$ cat src/rtl/rom_arb_pkg.sv
// Shared defaults and FSM state type for the instruction-ROM port arbiter.
// Imported by the arbiter top and by the starvation counter.
package rom_arb_pkg;

  localparam int ROM_ADDR_W = 10;
  localparam int ROM_DATA_W = 32;
  localparam int WAIT_W     = 4;

  typedef enum logic {
    PRIO_IF   = 1'b0,
    FORCE_DBG = 1'b1
  } arb_state_e;

endpackage

$ cat src/rtl/rom_arb_age_counter.sv
// Saturating starvation counter for the debug port.
// The full flag is raised once the count sits at MAX_WAIT.
module rom_arb_age_counter
  import rom_arb_pkg::*;
#(
  parameter int MAX_WAIT = 4
) (
  input  logic              clk,
  input  logic              rst_n,
  input  logic              inc,
  input  logic              clr,
  output logic [WAIT_W-1:0] cnt,
  output logic              full
);

  localparam logic [WAIT_W-1:0] MAX_CNT = WAIT_W'(MAX_WAIT);

  logic [WAIT_W-1:0] cnt_q;

  // clear has priority over increment; the count never wraps past MAX_CNT
  always_ff @(posedge clk or negedge rst_n) begin
    if (!rst_n) begin
      cnt_q <= '0;
    end else if (clr) begin
      cnt_q <= '0;
    end else if (inc && (cnt_q != MAX_CNT)) begin
      cnt_q <= cnt_q + WAIT_W'(1);
    end
  end

  assign cnt  = cnt_q;
  assign full = (cnt_q == MAX_CNT);

endmodule

$ cat src/rtl/rom_port_arbiter.sv
// Two-port arbiter (fetch, debug) in front of an asynchronous instruction ROM.
// Fetch wins ties unless debug has been starved for MAX_WAIT cycles.
module rom_port_arbiter
  import rom_arb_pkg::*;
#(
  parameter int ADDR_W   = ROM_ADDR_W,
  parameter int DATA_W   = ROM_DATA_W,
  parameter int MAX_WAIT = 4
) (
  input  logic              clk,
  input  logic              rst_n,
  input  logic              if_req,
  input  logic [ADDR_W-1:0] if_addr,
  output logic              if_gnt,
  output logic              if_rvalid,
  output logic [DATA_W-1:0] if_rdata,
  input  logic              dbg_req,
  input  logic [ADDR_W-1:0] dbg_addr,
  output logic              dbg_gnt,
  output logic              dbg_rvalid,
  output logic [DATA_W-1:0] dbg_rdata,
  output logic [ADDR_W-1:0] rom_addr,
  input  logic [DATA_W-1:0] rom_data
);

  localparam logic [WAIT_W-1:0] LAST_WAIT = WAIT_W'(MAX_WAIT - 1);

  arb_state_e        state_q, state_d;
  logic              if_gnt_c, dbg_gnt_c;
  logic [WAIT_W-1:0] age_cnt;
  logic              age_full;
  logic              age_reach;
  logic              dbg_starved;

  logic              if_vld_p1, dbg_vld_p1;
  logic [DATA_W-1:0] if_data_p1, dbg_data_p1;

  // p0: combinational grant from request and current state
  assign dbg_starved = dbg_req & ~dbg_gnt_c;
  // the count reaches MAX_WAIT at this edge, so switch state at the same edge
  assign age_reach   = age_full | (age_cnt == LAST_WAIT);

  always_comb begin
    state_d   = state_q;
    if_gnt_c  = 1'b0;
    dbg_gnt_c = 1'b0;
    case (state_q)
      PRIO_IF: begin
        if (if_req) begin
          if_gnt_c = 1'b1;
        end else if (dbg_req) begin
          dbg_gnt_c = 1'b1;
        end
        if (dbg_req && !dbg_gnt_c && age_reach) begin
          state_d = FORCE_DBG;
        end
      end
      FORCE_DBG: begin
        dbg_gnt_c = dbg_req;
        state_d   = PRIO_IF;
      end
      default: state_d = PRIO_IF;
    endcase
  end

  always_ff @(posedge clk or negedge rst_n) begin
    if (!rst_n) begin
      state_q <= PRIO_IF;
    end else begin
      state_q <= state_d;
    end
  end

  rom_arb_age_counter #(
    .MAX_WAIT (MAX_WAIT)
  ) u_age (
    .clk   (clk),
    .rst_n (rst_n),
    .inc   (dbg_starved),
    .clr   (~dbg_starved),
    .cnt   (age_cnt),
    .full  (age_full)
  );

  // grants are suppressed while reset is held so no read can be launched
  assign if_gnt   = if_gnt_c & rst_n;
  assign dbg_gnt  = dbg_gnt_c & rst_n;
  assign rom_addr = dbg_gnt_c ? dbg_addr : if_addr;

  // p1: capture ROM data for the granted port; the other port's data holds
  always_ff @(posedge clk or negedge rst_n) begin
    if (!rst_n) begin
      if_vld_p1   <= 1'b0;
      dbg_vld_p1  <= 1'b0;
      if_data_p1  <= '0;
      dbg_data_p1 <= '0;
    end else begin
      if_vld_p1  <= if_gnt;
      dbg_vld_p1 <= dbg_gnt;
      if (if_gnt) begin
        if_data_p1 <= rom_data;
      end
      if (dbg_gnt) begin
        dbg_data_p1 <= rom_data;
      end
    end
  end

  assign if_rvalid  = if_vld_p1;
  assign if_rdata   = if_data_p1;
  assign dbg_rvalid = dbg_vld_p1;
  assign dbg_rdata  = dbg_data_p1;

endmodule

$ cat config.mk
export PLATFORM = sky130hd
export DESIGN_NAME = rom_port_arbiter
export DESIGN_NICKNAME = d
export VERILOG_FILES = /design/src/rtl/rom_arb_pkg.sv /design/src/rtl/rom_arb_age_counter.sv /design/src/rtl/rom_port_arbiter.sv
export SDC_FILE = /design/constraint.sdc
export NUM_CORES = 1
export LEC_CHECK = 0
export BUFFER_PORTS_ARGS = -buffer_cell sky130_fd_sc_hd__clkbuf_2
export CAP_MARGIN = 20
export CORE_UTILIZATION = 47
export CTS_BUF_LIST = sky130_fd_sc_hd__clkbuf_4 sky130_fd_sc_hd__clkbuf_8 sky130_fd_sc_hd__clkbuf_16
export DETAILED_ROUTE_END_ITERATION = 8
export GPL_ROUTABILITY_DRIVEN = 1
export GPL_TIMING_DRIVEN = 0
export PLACE_DENSITY = 0.8
export RECOVER_POWER = 100
export SKIP_CTS_REPAIR_TIMING = 1
export SYNTH_ARGS = -nofsm -noshare
export SYNTH_HDL_FRONTEND = slang
export SYNTH_SLANG_ARGS = --single-unit
$ cat constraint.sdc
create_clock -name clk -period 1.56 [get_ports clk]
set_clock_uncertainty 0.05 [all_clocks]
set_input_delay 0 -clock clk [delete_from_list [all_inputs] [get_ports clk]]
set_output_delay 0 -clock clk [all_outputs]
set_load 0.005 [all_outputs]
# After elaboration in Yosys (flattened, before gate mapping)

Index checks and enable logic that the tools add are counted.

Add/sub/neg operators: 1
Eq/ne operators: 4
Muxes and demuxes: 11
Bitwise logic cells: 6
Reductions and logical operators: 4

Operators with widths:

| kind                                                                    | count |
|---|---|
| 10-bit 2-to-1 mux                                                       | 1 |
| 4-bit 2-to-1 mux                                                        | 2 |
| 1-bit 2-to-1 mux                                                        | 6 |
| 4-bit by 1-bit adder with 4-bit output, second input constant           | 1 |
| 4-bit by 2-bit == test with 1-bit output, second input constant         | 1 |
| 4-bit by 3-bit == test with 1-bit output, second input constant         | 1 |
| 4-bit by 3-bit inequality test with 1-bit output, second input constant | 1 |
| 1-bit case mux with 2 select lines                                      | 2 |
| 1-bit AND                                                               | 3 |
| 1-bit logical AND                                                       | 3 |
| 2-bit inequality test, second input constant                            | 1 |
| 1-bit NOT                                                               | 2 |
| 1-bit logical NOT                                                       | 1 |
| 1-bit OR                                                                | 1 |

Register bits: 71
Input bits: 56
Logic and storage cells: 32

# Longest topological paths before layout

Gate-level depths: netlist (run 1).

Depth in word-level cells: 9
Depth in mapped cells: 5
Gate-level depth less buffers: 5

# By module

Synthesis (run 1) repeated with hierarchy kept, for this count alone.

Cells, all modules: 183
Area total of the unflattened synthesis: 2890.3 um^2

Modules (own cells, without submodules):

| module              | instances | cells each | area each (um^2) |
|---|---|---|---|
| rom_port_arbiter    | 1         | 159        | 2656.3 |
| rom_arb_age_counter | 1         | 24         | 234.0 |

# Least setup slack after synthesis (run 1)

No wires, ideal clock.

Path type: reg-to-reg
Start point: register state_q
End point: register dbg_data_p1[10], in the netlist dbg_rdata[10]
Setup time: 0.128 ns
Data arrival time: 1.143 ns
Required time: 1.382 ns
Setup slack: 0.239 ns
Stages on the path, launching flop included: 5
Buffers on the path: 1
Clock period less this slack: 1.321 ns
Path through: dfrtp_1 > nand2b_2 > nand3_2 > buf_4 > mux2_1

Longest elaborated chain between the ends: 3

RTL lines:

| element                                | line                    | text |
|---|---|---|
| from (decl)                            | rom_port_arbiter.sv:28  | `arb_state_e state_q, state_d;` |
| from (signal assigned)                 | rom_port_arbiter.sv:70  | `state_q <= state_d;` |
| 1-bit NOT                              | -                       |  |
| 1-bit case mux with 2 select lines (*) | rom_port_arbiter.sv:47  | `case (state_q)` |
| 1-bit AND (*)                          | rom_port_arbiter.sv:87  | `assign dbg_gnt = dbg_gnt_c & rst_n;` |
| to (signal assigned)                   | rom_port_arbiter.sv:104 | `dbg_data_p1 <= rom_data;` |
| to (decl)                              | rom_port_arbiter.sv:36  | `logic [DATA_W-1:0] if_data_p1, dbg_data_p1;` |

Every way passes the cells marked *; elsewhere a longest branch is shown, timed or not.
A chain may end at the register's enable or synchronous reset.

# Worst setup path in the final report (run 1)

Start point: register state_q
End point: output dbg_gnt

Longest elaborated chain between the ends: 3

RTL lines:

| element                                | line                   | text |
|---|---|---|
| 1-bit NOT                              | -                      |  |
| 1-bit case mux with 2 select lines (*) | rom_port_arbiter.sv:47 |  |
| 1-bit AND (*)                          | rom_port_arbiter.sv:87 |  |
| to (decl)                              | rom_port_arbiter.sv:19 | `output logic dbg_gnt,` |

Marked as above.

==> impl_metrics.tcl, run 1 <==
set metrics [dict create \
    outcome "finished with violations" \
    violations "hold timing" \
    worstSetupStartpointType "flop" \
    avgSynthCellArea_sq_um 16.5 \
    fin_nets 418 \
    ir_drop_uv 688 \
    ant_nets 0 \
    yosysTopAreaCell "dfrtp_1" \
    synth_top_area_share 0.602 \
    hp-class "in -> async" \
    h-tree-depth 3 \
    setup_viol 0 \
    regToRegStartpoint "state_q" \
    coreArea_sq_mm 0.00599 \
    cp-end-kind "output port" \
    antennaDiodeCount 0 \
    rows 28 \
    leakagePower_nw 2.27 \
    hold_viol_final 71 \
    mostFrequentLayoutCells "132 x clkbuf_2, 71 x dfrtp_1, 32 x dlygate4sd3_1" \
    grt_antenna_before_repair 0 \
    rr_endpoint "dbg_rdata[12]" \
    final_layout_size_suffix_gt1_frac 0.575 \
    routed_wl_um 6570 \
    die_w_um 81.2 \
    synthTopCellsByArea "dfrtp_1 60%, mux2_4 15%, mux2_1 11%" \
    arrival_ns 1.44 \
    numCtsBuffers 9 \
    clkTransAtPathRegs_ns 0.08 \
    yosys_warnings 0 \
    period_needed_ns 1.49 \
    post-route-period-util 0.955 \
    fill_cells 382 \
    grt_max_degree 59 \
    synth-seq-cells 71 \
    clock_sinks 71 \
    reg2regPathDepth 4 \
    r2r_slack_ns 0.09 \
    syn_nets 237 \
    grtUsageTotal 0.190 \
    drt_iter0_drc 54 \
    routed_via_density 4.82 \
    io-pin-count 134 \
    drv_slew 0 \
    cts_root_buf "clkbuf_8" \
    crit_end "dbg_gnt" \
    gp_congestion 0.692 \
    worstPathMaxFanout 10 \
    clk_latency_ns 0.33 \
    synth_area_sq_mm 0.00295 \
    required_ns 1.51 \
    tightest_slew_ns 0.295 \
    path_class "reg -> out" \
    final_common_cell "clkbuf_2" \
    dp_hpwl_um 4280 \
    post_drt_wl_per_cell_um 14.9 \
    overflow 0 \
    fin_util 0.727 \
    maxCapViolCount 0 \
    instances_no_fill 440 \
    clockBufferDepth 2 \
    rsz0062_at_grt "yes" \
    holdWs_ns -0.497 \
    initial_utilization 0.492 \
    portBuffers 133 \
    fmax_ghz 0.671 \
    first_global_vias 1835 \
    p_per_area_mw_per_mm2 1120 \
    dp_cells 388 \
    die_h_um 81.2 \
    dr_total_vias 2122 \
    grt_pass1_wl_um 9110 \
    slew_headroom 0.803 \
    syn_to_final_growth_pct 47.6 \
    synth_cell_types 20 \
    seq_area_frac_synth 0.602 \
    crit_path_start "state_q" \
    drc_errors 0 \
    postSynthCellCount 179 \
    dieArea_sq_mm 0.00660 \
    drt-pass1-iter-count 3 \
    cts_tree "done" \
]
[stage by stage]
stage / setup TNS, ns / total power, W / setup WS, ns / instance area [sq um]
after floorplan: 0 / 0.00272 / 0.239 / 2950
after global placement: -85.58 / 0.00319 / -1.19 / 3710
after detailed placement: -2.50 / 0.00324 / -0.100 / 3740
after CTS: -0.889 / 0.00485 / -0.0989 / 3960
after global routing: -0.0185 / 0.00517 / -0.0185 / 4360
final: 0 / 0.00489 / 0.0704 / 4360
[sequential cells by signal, indices dropped and copies added (netlist names)]
| name | count |
|---|---|
| dbg_rdata | 32 |
| dbg_rvalid | 1 |
| if_rdata | 32 |
| if_rvalid | 1 |
| state_q | 1 |
| u_age.cnt | 4 |
[how the worst min path moves through the flow]
stage,to,depth (start not counted),from
2_1_floorplan,dbg_rdata[0],0,rst_n
3_3_place_gp,dbg_rdata[10],2,rom_data[10]
3_5_place_dp,if_rdata[18],1,rst_n
4_1_cts,if_rdata[18],1,rst_n
5_1_grt,if_rdata[18],1,rst_n
6_report,dbg_rdata[18],1,rst_n
[area by class of cell]
cell class | instances | area, sq um | area share
flip-flops and latches | 71 | 1780 | 0.408
multi-input cells | 98 | 1130 | 0.259
repair buffers | 169 | 1050 | 0.241
clock buffers | 10 | 131 | 0.0302
well taps | 75 | 93.8 | 0.0215
clock inverters | 6 | 85.1 | 0.0195
plain buffers | 6 | 68.8 | 0.0158
inverters | 5 | 18.8 | 0.00431
[logic make-up after synthesis]
group,after synthesis,share of synthesized area
AO/OA/AOI/OAI,1,0.00169
multiplexers,77,0.330
AND/OR/NAND/NOR,16,0.0297
flip-flops,71,0.602
adder cells (fa/ha/maj),2,0.00848
buffers and inverters,11,0.0254
XOR/XNOR,1,0.00297
[critical path: stages, from the launching register on]
cell and delay, ns:
dfrtp_1 0.34, nand2b_4 0.16, nand3_2 0.19, buf_6 0.22, inv_1 0.09, clkbuf_2 0.12
[synth_stat cells (all sizes together)]
cell type / count
mux2: 74
dfrtp: 71
buf: 6
inv: 5
nor2: 5
nand2: 4
mux2i: 3
ha: 2
nand3: 2
nor3: 2
a21oi: 1
and2b: 1
nand2b: 1
nand3b: 1
xnor2: 1
[power by group]
group	total (W)	internal, W	switching [W]
logic	0.000992	0.000619	0.000373
clock network	0.00160	0.000913	0.000684
registers	0.00230	0.00213	0.000168
total	0.00489	0.00366	0.00123
[layer usage]
layer  global-route usage  vias up  part of all wire  wire (um)
li1                     -      989                 -          -
met1                0.245     1048              0.41       2720
met2                0.291       76              0.52       3390
met3               0.0820        9             0.055        364
met4               0.0500        0             0.014         95
met5                    0        -                 0          0
Power figures use the tool's default switching activity.
==> inputs of run 2 (changes only) <==
- CORE_UTILIZATION: 47 -> 48
- CTS_BUF_LIST: sky130_fd_sc_hd__clkbuf_4 sky130_fd_sc_hd__clkbuf_8 sky130_fd_sc_hd__clkbuf_16 -> sky130_fd_sc_hd__clkbuf_8
- PLACE_DENSITY: 0.8 -> 0.82
==> run 2 against run 1 <==
The run now ends clean. Via count is 0.90% higher. Non-clock buffer count up 2. Register-to-register slack improved by 0.03 ns. Wire length is 2.6% higher. Largest power group unchanged.
==> impl_metrics.tcl, run 2 (synthesis gave the netlist of run 1 again) <==
set metrics [dict create \
    outcome "completed" \
    seqPwrFrac 0.511 \
    dr_total_vias 2141 \
    die_h_um 80.4 \
    routed_wl_um 6740 \
    grt_max_degree 44 \
    p_int_w 0.00332 \
    fin_nets 420 \
    drc_errors 0 \
    drt_iter0_drc 30 \
    ir_drop_uv 782 \
    hold_depth 3 \
    h-tree-depth 3 \
    io-pin-count 134 \
    ant_nets 0 \
    routed_via_density 4.85 \
    required_ns 1.51 \
    rsz0062_at_grt "yes" \
    switchingPower_w 0.00118 \
    leakagePower_nw 2.18 \
    worst_path_max_delay_cell "dfrtp_1" \
    clock_sinks 71 \
    gp_congestion 0.708 \
    grtUsageTotal 0.195 \
    worstSetupStartpointType "flop" \
    antennaDiodeCount 0 \
    finalSetupTns_ns 0 \
    p_clk_frac 0.272 \
    post_drt_wl_per_cell_um 15.3 \
    portBuffers 133 \
    dp_hpwl_um 4490 \
    slew_headroom 0.383 \
    drt-pass1-iter-count 4 \
    setup_viol 0 \
    cts_tree "done" \
    numCtsBuffers 9 \
    final_common_cell "clkbuf_2" \
    p_sw_frac 0.262 \
    syn_to_final_growth_pct 45.5 \
    cp.depth 4 \
    reg2regPathDepth 5 \
    post-route-period-util 0.955 \
    final_layout_size_suffix_gt1_frac 0.497 \
    fin_util 0.725 \
    clk_latency_ns 0.32 \
    maxCapViolCount 0 \
    p_per_area_mw_per_mm2 1050 \
    clkTransAtPathRegs_ns 0.06 \
    hp-class "in -> reg" \
    fmax_ghz 0.671 \
    comb_power_share 0.217 \
    grt_pass1_wl_um 9260 \
    tightest_slew_ns 0.925 \
    crit_family "flip-flops" \
    initial_utilization 0.498 \
    holdWs_ns 0.0766 \
    crit_buf_inv 1 \
    die_w_um 80.4 \
    cp-end-kind "output port" \
    first_global_vias 1917 \
    path_class "reg -> out" \
    period_needed_ns 1.49 \
    dieArea_sq_mm 0.00646 \
    hold_viol_final 0 \
    path_cells "nand2b_4 > nand2_4 > mux2_2 > clkbuf_2" \
    grt_antenna_before_repair 0 \
    rows 28 \
    coreArea_sq_mm 0.00592 \
    cts_root_buf "clkbuf_8" \
    drv_slew 0 \
    worstPathMaxFanout 5 \
    arrival_ns 1.44 \
    clockBufferDepth 2 \
    cp_slowest_stage_delay_ns 0.38 \
    mostFrequentLayoutCells "106 x clkbuf_2, 71 x dfrtp_1, 33 x dlygate4sd3_1" \
    overflow 0 \
]
-- run 2: cell count changes in the layout (fill, tap and decap cells not counted), sizes merged --
| cell | change |
|---|---|
| dlygate4sd3 | +1 |
| buf | -1 |
| clkbuf | +2 |
| bufinv | -2 |
| inv | +1 |
| clkinvlp | -1 |
| clkinv | +1 |
-- run 2: through the flow --
step                total power (W)  setup slack [ns]  std cells  area [sq um]
floorplan                   0.00272             0.239        179          2950
global placement            0.00319             -1.14        387          3710
detailed placement          0.00324            0.0429        388          3730
CTS                         0.00448            -0.102        403          3900
global route                0.00474          -0.00714        441          4290
finish                      0.00450            0.0705        441          4290
-- run 2: final cells by class --
class	count	area, sq um
well taps	75	93.8
fillers	423	1630
clock buffers	10	138
flip-flops and latches	71	1780
multi-input cells	98	1140
clock inverters	5	26.3
plain buffers	6	68.8
inverters	5	18.8
repair buffers	171	1030
-- run 2: power by group through the flow --
stage	Sequential [W]	Clock (W)	Combinational [W]
after floorplan	0.00233	0	0.000391
after global placement	0.00231	0	0.000881
after detailed placement	0.00232	0	0.000921
after CTS	0.00229	0.00126	0.000923
after global routing	0.00233	0.00135	0.00106
final	0.00230	0.00122	0.000975
-- run 2: worst reg2reg max path, delay by kind of cell (launching register included) --
kind / cells / cell delay, ns
muxes: 1 / 0.28
buffers and inverters: 2 / 0.27
DFF: 1 / 0.38
and+or+nand+nor: 2 / 0.37
-- run 2: final timing paths --
path                              start            to  slack, ns
max                             state_q   rom_addr[0]       0.07
min                             dbg_req  u_age.cnt[0]       0.08
max reg2reg                     state_q   if_rdata[1]       0.12
min reg2reg                dbg_rdata[9]  dbg_rdata[9]       0.44
max in group asynchronous         rst_n   if_rdata[9]       0.33
min in group asynchronous         rst_n  if_rdata[15]       0.44
-- run 2: routing by layer --
metal	vias to the layer above	wire length, um	share of wire	GRT usage
met5	-	0	0	0
met4	0	91	0.014	0.0875
met3	9	333	0.049	0.0545
met2	67	3490	0.52	0.297
met1	1075	2820	0.42	0.258
li1	990	-	-	-
==> inputs of run 3 (changes only) <==
- CAP_MARGIN: 20 -> 10
- CORE_UTILIZATION: 48 -> 45
- PLACE_DENSITY: 0.82 -> 0.77
==> run 3 against run 2 <==
Sequential share of layout area decreased by 0.44 points. Clock-buffer cell count did not move. Non-clock buffer count is 3 higher. Setup slack worse by 0.011 ns. Wire length up 0.37%. Critical path type unchanged.
==> impl_metrics.tcl, run 3 (synthesis gave the netlist of run 1 again) <==
set metrics [dict create \
    outcome "completed" \
    drt_iter0_drc 55 \
    setup_viol 0 \
    post-route-period-util 0.962 \
    routed_via_density 4.78 \
    clk_latency_ns 0.33 \
    worstPathMaxFanout 5 \
    h-tree-depth 3 \
    maxCapViolCount 0 \
    cts_root_buf "clkbuf_8" \
    portBuffers 133 \
    grt_pass1_wl_um 9890 \
    path_cells "nand2b_4 > nand2_4 > mux2_2 > clkbuf_2" \
    dieArea_sq_mm 0.00688 \
    routed_wl_um 6760 \
    io-pin-count 134 \
    design_area_sq_mm 0.00434 \
    period_needed_ns 1.50 \
    coreArea_sq_mm 0.00635 \
    required_ns 1.51 \
    clockBufferDepth 2 \
    leakagePower_nw 2.21 \
    numCtsBuffers 9 \
    clkTransAtPathRegs_ns 0.07 \
    grt_max_degree 41 \
    worstSetupStartpointType "flop" \
    clock_sinks 71 \
    cts_tree "done" \
    hp-class "in -> reg" \
    first_global_vias 2080 \
    arrival_ns 1.45 \
    tightest_slew_ns 0.958 \
    antennaDiodeCount 0 \
    mostFrequentLayoutCells "110 x clkbuf_2, 71 x dfrtp_1, 34 x dlygate4sd3_1" \
    worst_path_max_delay_cell "dfrtp_1" \
    rows 29 \
    final_common_cell "clkbuf_2" \
    dp_cells 390 \
    drv_slew 0 \
    hold_viol_final 0 \
    drc_errors 0 \
    instances_no_fill 446 \
    ir_drop_uv 651 \
    grt_antenna_before_repair 0 \
    fin_nets 423 \
    finalSetupTns_ns 0 \
    die_w_um 83.0 \
    p_per_area_mw_per_mm2 1040 \
    placement.cell_area_sq_mm 0.00373 \
    dr_total_vias 2133 \
    grtUsageTotal 0.183 \
    ant_nets 0 \
    syn_to_final_growth_pct 47.0 \
    final_layout_size_suffix_gt1_frac 0.509 \
    cp_slowest_stage_delay_ns 0.37 \
    fill_cells 476 \
    rsz0062_at_grt "yes" \
    gp_congestion 0.757 \
    drt-pass1-iter-count 4 \
    overflow 0 \
    initial_utilization 0.465 \
    fmax_ghz 0.666 \
    cp-end-kind "output port" \
    slew_headroom 0.362 \
    path_class "reg -> out" \
    dp_hpwl_um 4280 \
    die_h_um 83.0 \
    post_drt_wl_per_cell_um 15.2 \
]
==> run 3: changes by cell type in the layout (fill, tap and decap cells not counted) <==
cell           previous run  this run
clkbuf_16                 1         0
clkbuf_2                106       110
nand2_4                   2         3
clkbuf_4                  1         2
nand2_8                   1         0
dlygate4sd3_1            33        34
clkbuf_1                 27        23
buf_2                     1         0
buf_12                    2         5
==> run 3: routing by layer <==
layer  routed length [um]  track usage  vias to the layer above
li1                     -            -                     1004
met1                 2930        0.237                     1049
met2                 3440        0.284                       74
met3                  318       0.0527                        6
met4                   66       0.0909                        0
met5                    0            0                        -
==> run 3: report_power, final <==
group / internal [W] / switching [W] / total [W]
combinational: 0.000603 / 0.000384 / 0.000987
sequential: 0.00213 / 0.000162 / 0.00229
clock: 0.000597 / 0.000649 / 0.00125
==> run 3: layout make-up <==
type | instances | area (sq um) | share of cell area
clock buffer | 10 | 138 | 0.0317
timing repair buffer | 174 | 1080 | 0.249
sequential | 71 | 1780 | 0.410
multi-input combinational | 98 | 1130 | 0.261
clock inverter | 5 | 26.3 | 0.00606
tap | 77 | 96.3 | 0.0222
inverter | 5 | 18.8 | 0.00433
buffer | 6 | 68.8 | 0.0159
==> run 3: critical path, delay by kind of cell (launching register included) <==
kind / cells / cell delay, ns
flip-flops: 1 / 0.37
multiplexers: 1 / 0.35
AND/OR/NAND/NOR: 2 / 0.28
buffers and inverters: 1 / 0.12
==> run 3: final timing paths <==
kind	from	end	slack (ns)	cells past startpoint
worst max-delay path	state_q	rom_addr[5]	0.06	4
worst min-delay path	dbg_req	u_age.cnt[0]	0.07	3
worst max register to register	state_q	if_rdata[7]	0.11	5
worst min register to register	dbg_rdata[12]	dbg_rdata[12]	0.44	1
max in group asynchronous	rst_n	dbg_rdata[9]	0.19	5
min in group asynchronous	rst_n	if_rdata[16]	0.60	4
==> run 3: per-stage QoR <==
stage | hold WS (ns) | util | setup WS (ns) | total power [W]
after floorplan | -0.346 | - | 0.239 | 0.00272
after detailed placement | -0.0321 | 0.588 | -0.248 | 0.00323
final | 0.0681 | 0.683 | 0.0592 | 0.00453
after global routing | 0.0662 | 0.683 | -0.00661 | 0.00479
after global placement | 0.178 | 0.585 | -1.21 | 0.00319
after CTS | -0.397 | 0.614 | -0.103 | 0.00449
